**src/rtl/adder_pkg.sv**
```systemverilog
// Shared types and default sizing for the chunked sequential adder/subtractor.
package adder_pkg;
    typedef enum logic [1:0] {IDLE, CALC, DONE} madd_state_e;

    localparam int DEF_WIDTH = 32;
    localparam int DEF_CHUNK = 8;
endpackage

```
**src/rtl/chunk_adder.sv**
```systemverilog
// Combinational CHUNK-bit ripple adder; exposes the carry into the top bit for overflow.
module chunk_adder #(
    parameter int CHUNK = 8
) (
    input  logic [CHUNK-1:0] a,
    input  logic [CHUNK-1:0] b,
    input  logic             cin,
    output logic [CHUNK-1:0] sum,
    output logic             cout,
    output logic             c_msb
);
    logic [CHUNK:0] c;

    assign c[0] = cin;

    for (genvar i = 0; i < CHUNK; i++) begin : g_fa
        assign sum[i]  = a[i] ^ b[i] ^ c[i];
        assign c[i+1]  = (a[i] & b[i]) | (c[i] & (a[i] ^ b[i]));
    end

    assign cout  = c[CHUNK];
    assign c_msb = c[CHUNK-1];
endmodule

```
**src/rtl/multicycle_adder.sv**
```systemverilog
// Sequential adder/subtractor: CHUNK bits per cycle, LSB chunk first, valid/ready on both sides.
module multicycle_adder
    import adder_pkg::*;
#(
    parameter int WIDTH = DEF_WIDTH,
    parameter int CHUNK = DEF_CHUNK
) (
    input  logic             clk,
    input  logic             rst_n,
    input  logic             in_valid,
    output logic             in_ready,
    input  logic [WIDTH-1:0] a,
    input  logic [WIDTH-1:0] b,
    input  logic             sub,
    input  logic             cin,
    output logic             out_valid,
    input  logic             out_ready,
    output logic [WIDTH-1:0] s,
    output logic             cout,
    output logic             ovf
);
    localparam int NCHUNK = WIDTH / CHUNK;
    localparam int CW     = (NCHUNK > 1) ? $clog2(NCHUNK) : 1;

    if (WIDTH <= 0 || CHUNK <= 0 || (WIDTH % CHUNK) != 0) begin : g_bad_cfg
        $error("multicycle_adder: WIDTH must be a positive multiple of CHUNK");
    end

    madd_state_e      state, state_next;
    logic [WIDTH-1:0] op_a, op_b;
    logic             carry;
    logic [CW-1:0]    idx;
    logic             accept, last;
    logic [WIDTH-1:0] a_shift, b_shift;
    logic [CHUNK-1:0] sum_k;
    logic             cout_k, cmsb_k;

    assign last   = (idx == CW'(NCHUNK - 1));
    assign accept = in_valid & in_ready;

    // Chunk select by shifting the operand down rather than a variable part-select.
    assign a_shift = op_a >> (int'(idx) * CHUNK);
    assign b_shift = op_b >> (int'(idx) * CHUNK);

    chunk_adder #(.CHUNK(CHUNK)) u_chunk (
        .a     (a_shift[CHUNK-1:0]),
        .b     (b_shift[CHUNK-1:0]),
        .cin   (carry),
        .sum   (sum_k),
        .cout  (cout_k),
        .c_msb (cmsb_k)
    );

    always_ff @(posedge clk or negedge rst_n) begin
        if (!rst_n) state <= IDLE;
        else        state <= state_next;
    end

    always_comb begin
        state_next = state;
        in_ready   = 1'b0;
        out_valid  = 1'b0;
        case (state)
            IDLE: begin
                in_ready = 1'b1;
                if (in_valid) state_next = CALC;
            end
            CALC: begin
                if (last) state_next = DONE;
            end
            DONE: begin
                out_valid = 1'b1;
                // Taking the result frees the block in the same cycle.
                in_ready  = out_ready;
                if (out_ready) state_next = in_valid ? CALC : IDLE;
            end
            default: state_next = IDLE;
        endcase
    end

    always_ff @(posedge clk or negedge rst_n) begin
        if (!rst_n) begin
            op_a  <= '0;
            op_b  <= '0;
            carry <= 1'b0;
            idx   <= '0;
            s     <= '0;
            cout  <= 1'b0;
            ovf   <= 1'b0;
        end else if (accept) begin
            // Subtraction as a + ~b + 1; borrow-in folds into the inverted carry.
            op_a  <= a;
            op_b  <= b ^ {WIDTH{sub}};
            carry <= cin ^ sub;
            idx   <= '0;
        end else if (state == CALC) begin
            for (int k = 0; k < NCHUNK; k++) begin
                if (idx == CW'(k)) s[k*CHUNK +: CHUNK] <= sum_k;
            end
            carry <= cout_k;
            idx   <= last ? '0 : idx + CW'(1);
            if (last) begin
                cout <= cout_k;
                ovf  <= cmsb_k ^ cout_k;
            end
        end
    end
endmodule

```
**config.mk**
```make
export PLATFORM = sky130hd
export DESIGN_NAME = multicycle_adder
export DESIGN_NICKNAME = d
export VERILOG_FILES = /design/src/rtl/adder_pkg.sv /design/src/rtl/chunk_adder.sv /design/src/rtl/multicycle_adder.sv
export SDC_FILE = /design/constraint.sdc
export NUM_CORES = 1
export LEC_CHECK = 0
export CORE_ASPECT_RATIO = 0.7
export CORE_UTILIZATION = 25
export CTS_CLUSTER_SIZE = 12
export DETAILED_ROUTE_END_ITERATION = 8
export PLACE_DENSITY = 0.53
export SLEW_MARGIN = 20
export SYNTH_ARGS = -nofsm -noshare
export SYNTH_HDL_FRONTEND = slang
export SYNTH_SLANG_ARGS = --single-unit
```
**constraint.sdc**
```tcl
create_clock -name clk -period 12.85 [get_ports clk]
set_input_delay 3.855 -clock clk [delete_from_list [all_inputs] [get_ports clk]]
set_output_delay 3.855 -clock clk [all_outputs]
set_load 0.05 [all_outputs]
```
==> flow_metrics.py, run 1 <==
metrics = {
    "status": {
        "status": "complete, no violations",
    },
    "grt": {
        "antenna_found_initial": 0,
        "grt_start_max_net_pins": 76,
        "grt_pass1_vias": 3084,
        "grt_pass1_wl_um": 17800,
        "globalRouteOverflowTotal": 0,
        "track_usage": 0.119,
    },
    "worst_setup_path": {
        "max_stage_delay_ns": 0.82,
        "crit_arrival_ns": 5.36,
        "worstPathCellList": "clkdlybuf4s50_1, inv_1, a21oi_1, clkdlybuf4s50_1",
        "cp_slowest_cell": "clkdlybuf4s50_1",
        "cp_num_buf_inv": 3,
        "cp.required_ns": 8.99,
        "crit_type": "in -> out",
        "setup.worst_path.start_class": "input port",
        "crit_family": "buffers and inverters",
        "end_kind": "output port",
        "crit_top_cell": "clkdlybuf4s50_1",
        "ff2ff_setup_slack_ns": 7.62,
        "crit_path_max_fanout": 3,
    },
    "hold_path": {
        "hp-class": "reg -> reg",
    },
    "timing": {
        "fin_setup_tns_ns": 0,
        "slew_violations": 0,
        "setup_viol": 0,
        "fmax_ghz": 0.109,
        "finalCritPeriodShare": 0.717,
        "relSlewSlack": 0.379,
        "finalHoldViolations": 0,
        "finClkSkew_ns": 0.00916,
        "grt_setup_unrepaired": "no",
        "fin_crit_ns": 9.21,
        "worst_pin_slew_ns": 0.932,
    },
    "floorplan": {
        "core_sq_mm": 0.0189,
        "die_h_um": 118,
        "rows": 42,
        "io_pins": 106,
        "die_w_um": 168,
        "initial_core_util": 0.255,
        "dieArea_sq_mm": 0.0198,
    },
    "route": {
        "drc_errors": 0,
        "wire_per_inst_um": 16.5,
        "ant_nets": 0,
        "dr.pass1.iters": 4,
        "drt_iter0_drc": 125,
        "num_vias": 2857,
        "vias_per_cell": 4.27,
        "wl_um": 11000,
    },
    "placed_design": {
        "post-dp-hpwl_um": 8010,
        "gp_congestion": 0.705,
        "dpl-instance-area_sq_mm": 0.00608,
        "port_buffers": 105,
    },
    "cts": {
        "ctsResizeCount": 0,
        "clockRootBuffer": "clkbuf_16",
        "holdBufCountCts": 0,
        "clk_latency_ns": 0.35,
        "postCtsSetupRepairBufs": 0,
        "path_clk_slew_ns": 0.07,
        "htreeDepth": 3,
        "cts_buffer_depth": 2,
        "numClockSinks": 103,
        "cts_tree": "built",
        "numCtsBuffers": 9,
    },
    "layout": {
        "fin_nets": 504,
        "n_antenna_cell": 0,
        "final_area_sq_mm": 0.00637,
        "drive_above_1_share": 0.262,
        "area_growth_pct": 32.3,
    },
    "synthesis": {
        "yosysTopAreaCellShare": 0.535,
        "synth-edff-count": 0,
        "seq_area_frac_synth": 0.535,
        "synth.distinct_cells": 26,
        "synth_largest_area_cell": "dfrtp_1",
        "syn_avg_cell_area_sq_um": 15.1,
        "yosysMostFrequentCell": "dfrtp_1",
        "yosysWarnings": 0,
        "synth.cell_area_sq_mm": 0.00482,
        "yosys-top-cells-area": "dfrtp_1 54%, mux2_2 17%, mux4_2 7.5%, xor2_1 6.0%, mux2_1 3.7%",
        "synth_async_sr_flop_share": 1.00,
        "postSynthCellCount": 319,
        "synth_seq_cells": 103,
        "syn_nets": 401,
        "synth_ff_type": "dfrtp_1",
        "yosys-top-cells-count": "103 x dfrtp_1, 72 x mux2_2, 33 x xor2_1",
    },
    "power": {
        "power.leakage_uw": 0.00261,
        "power_density_mw_per_mm2": 303,
        "ir_drop_uv": 109,
    },
    "flow_run": {
        "cap_violations": 0,
    },
}
[cells in the final DEF, fill, tap and decap left out, types with 2 or more instances in the layout]
cell type / n
dfrtp_1: 103
clkdlybuf4s50_1: 103
mux2_2: 72
xor2_1: 33
mux4_2: 16
mux2_1: 16
inv_1: 11
nand2_1: 11
o21ai_0: 10
clkbuf_16: 9
fa_1: 8
nand3b_1: 4
ha_1: 4
buf_4: 4
a21oi_1: 3
clkinv_4: 3
mux2i_1: 2
inv_8: 2
[worst paths after layout]
kind,to,depth (start not counted),from
setup / recovery,in_ready,4,out_ready
hold / removal,op_b[4],1,op_b[4]
setup reg to reg,s[15],14,idx[0]
hold reg to reg,op_b[4],1,op_b[4]
max in group asynchronous,s[27],2,rst_n
min in group asynchronous,s[14],1,rst_n
[state kept, by name (all words and copies together), names as in the netlist]
signal	count
cout	1
idx	2
carry	1
ovf	1
s	32
op_a	32
state	2
op_b	32
[layout make-up]
| type | count | area (sq um) |
|---|---|---|
| well taps | 242 | 303 |
| flip-flops and latches | 103 | 2580 |
| clock buffers | 9 | 225 |
| inverters | 11 | 41.3 |
| repair buffers | 109 | 1080 |
| clock inverters | 7 | 65.1 |
| multi-input cells | 188 | 2080 |
| fillers | 1853 | 12500 |
[metrics by stage]
step / total power (uW) / util / worst slack [ns] / hold slack (ns) / std cells
floorplan: 1310 / - / 4.28 / 0.453 / 319
global placement: 1660 / 0.322 / 3.65 / 0.465 / 653
detailed placement: 1690 / 0.322 / 3.63 / 0.474 / 653
CTS: 1960 / 0.338 / 3.63 / 0.493 / 669
global route: 2070 / 0.338 / 3.59 / 0.512 / 669
finish: 1930 / 0.338 / 3.64 / 0.489 / 669
[per-layer routing]
metal	vias to the layer above	track usage	share of wire
met1	1456	0.173	0.51
li1	1321	-	-
met2	73	0.172	0.43
met5	-	0	0
met3	7	0.0333	0.053
met4	0	0.0327	0.0053
[report_power, final]
group | internal, uW | switching (uW) | total (uW)
registers | 494 | 101 | 596
clock network | 136 | 131 | 267
logic | 481 | 587 | 1070
[cells by family (layout without fill, tap and decap cells)]
group,count (synthesis),in the layout,share of synthesized area
AO/OA/AOI/OAI,16,16,0.0213
XOR/XNOR,34,34,0.0618
adder cells (fa/ha/maj),12,12,0.0436
buffers and inverters,28,136,0.0322
flip-flops,103,103,0.535
multiplexers,106,106,0.285
AND/OR/NAND/NOR,20,20,0.0210
(Power assumes the default switching activity.)
==> inputs of run 2 (changes only) <==
PLACE_DENSITY = 0.55   (was 0.53)
clock period = 8.38 ns   (was 12.85 ns; I/O delays follow)
==> flow_metrics.py, run 2 (same netlist as run 1, synthesis figures left out) <==
metrics = {
    "timing": {
        "worst_pin_slew_ns": 0.919,
        "relSlewSlack": 0.387,
        "finalHoldViolations": 0,
        "fin_crit_ns": 6.54,
        "finalCritPeriodShare": 0.780,
        "finClkSkew_ns": 0.0117,
        "fmax_ghz": 0.153,
        "grt_setup_unrepaired": "no",
        "slew_violations": 0,
        "setup_viol": 0,
        "whs_ns": 0.486,
        "fin_setup_tns_ns": 0,
        "fin_ws_ns": 1.84,
    },
    "layout": {
        "post-route-util": 0.338,
        "final_cell_mix": "103 x dfrtp_1, 103 x clkdlybuf4s50_1, 72 x mux2_2, 33 x xor2_1",
        "area_growth_pct": 32.5,
        "fill_cells": 1860,
        "n_antenna_cell": 0,
        "fin_nets": 504,
        "drive_above_1_share": 0.262,
        "reg_top3": "op_a (32), op_b (32), s (32)",
    },
    "placed_design": {
        "gp_congestion": 0.688,
        "post-place-ws_ns": 1.84,
        "post-dp-hpwl_um": 8090,
        "port_buffers": 105,
    },
    "cts": {
        "holdBufCountCts": 0,
        "path_clk_slew_ns": 0.07,
        "numClockSinks": 103,
        "ctsResizeCount": 0,
        "htreeDepth": 3,
        "cts_tree": "built",
        "cts_buffer_depth": 2,
        "clockRootBuffer": "clkbuf_16",
        "numCtsBuffers": 9,
        "postCtsSetupRepairBufs": 0,
        "clk_latency_ns": 0.35,
    },
    "grt": {
        "grt_pass1_vias": 3229,
        "track_usage": 0.121,
        "grt_pass1_wl_um": 18000,
        "antenna_found_initial": 0,
        "grt_start_max_net_pins": 69,
        "globalRouteOverflowTotal": 0,
    },
    "worst_setup_path": {
        "crit_path_max_fanout": 3,
        "reg2regPathDepth": 14,
        "cp-startpoint": "out_ready",
        "crit_arrival_ns": 4.03,
        "r2r-start": "idx[0]",
        "crit_type": "in -> out",
        "end_kind": "output port",
        "setup.worst_path.start_class": "input port",
        "cp.required_ns": 5.87,
    },
    "power": {
        "clkPwrFrac": 0.141,
        "combPwrFrac": 0.551,
        "switching_share": 0.423,
        "power_density_mw_per_mm2": 463,
        "power.switching_uw": 1250,
        "p_int_uw": 1700,
        "ir_drop_uv": 168,
        "seq_power_share": 0.308,
        "power.leakage_uw": 0.00261,
    },
    "hold_path": {
        "hp-class": "reg -> reg",
        "whs_path_depth": 1,
        "min-delay-start": "op_b[2]",
    },
    "floorplan": {
        "die_w_um": 168,
        "initial_core_util": 0.255,
        "io_pins": 106,
        "rows": 42,
        "die_h_um": 118,
        "core_sq_mm": 0.0189,
        "dieArea_sq_mm": 0.0198,
    },
    "route": {
        "num_vias": 2901,
        "drc_errors": 0,
        "ant_nets": 0,
        "vias_per_cell": 4.34,
        "wl_um": 11000,
        "drt_iter0_drc": 105,
        "wire_per_inst_um": 16.4,
        "dr.pass1.iters": 4,
    },
    "status": {
        "status": "complete, no violations",
    },
    "flow_run": {
        "cap_violations": 0,
    },
}
[run 2: changes by cell type in the layout (fill, tap and decap cells not counted)]
| cell | previous run | this run |
|---|---|---|
| buf_4 | 4 | 5 |
| clkinv_8 | 0 | 2 |
| inv_8 | 2 | 1 |
| buf_6 | 1 | 0 |
| clkinvlp_4 | 1 | 0 |
[run 2: critical path, cell delays in order]
cell             delay [ns]
clkdlybuf4s50_1        0.45
inv_1                  0.08
a21oi_1                0.16
clkdlybuf4s50_1        0.82
[run 2: cell type report]
type	count	area, sq um	area share
sequential	103	2580	0.404
multi-input combinational	188	2080	0.326
clock buffer	9	225	0.0353
inverter	11	41.3	0.00647
tap	242	303	0.0474
clock inverter	7	78.8	0.0124
timing repair buffer	109	1070	0.168
[run 2: per-layer routing]
metal	global-route usage	share of wire
met5	0	0
met4	0.0292	0.0077
met3	0.0356	0.058
met2	0.180	0.43
met1	0.170	0.50
[run 2: stage by stage]
stage / cell area [sq um] / instances / power (uW)
final: 6380 / 669 / 2950
after global routing: 6380 / 669 / 3170
after CTS: 6380 / 669 / 3010
after detailed placement: 6080 / 653 / 2580
after global placement: 6080 / 653 / 2520
after floorplan: 4820 / 319 / 2020
[run 2: path summary, 6_finish.rpt]
| check | to | slack (ns) |
|---|---|---|
| max in group asynchronous | op_b[5] | 5.04 |
| min | op_b[2] | 0.49 |
| min in group asynchronous | s[17] | 2.15 |
| min reg2reg | op_b[2] | 0.49 |
| max | in_ready | 1.84 |
| max reg2reg | s[31] | 3.40 |
[run 2: power groups by stage]
stage	clock (uW)	sequential [uW]	combinational [uW]
floorplan	0	1140	872
global placement	0	913	1610
detailed placement	0	923	1660
CTS	431	914	1660
global route	452	948	1770
finish	416	910	1630
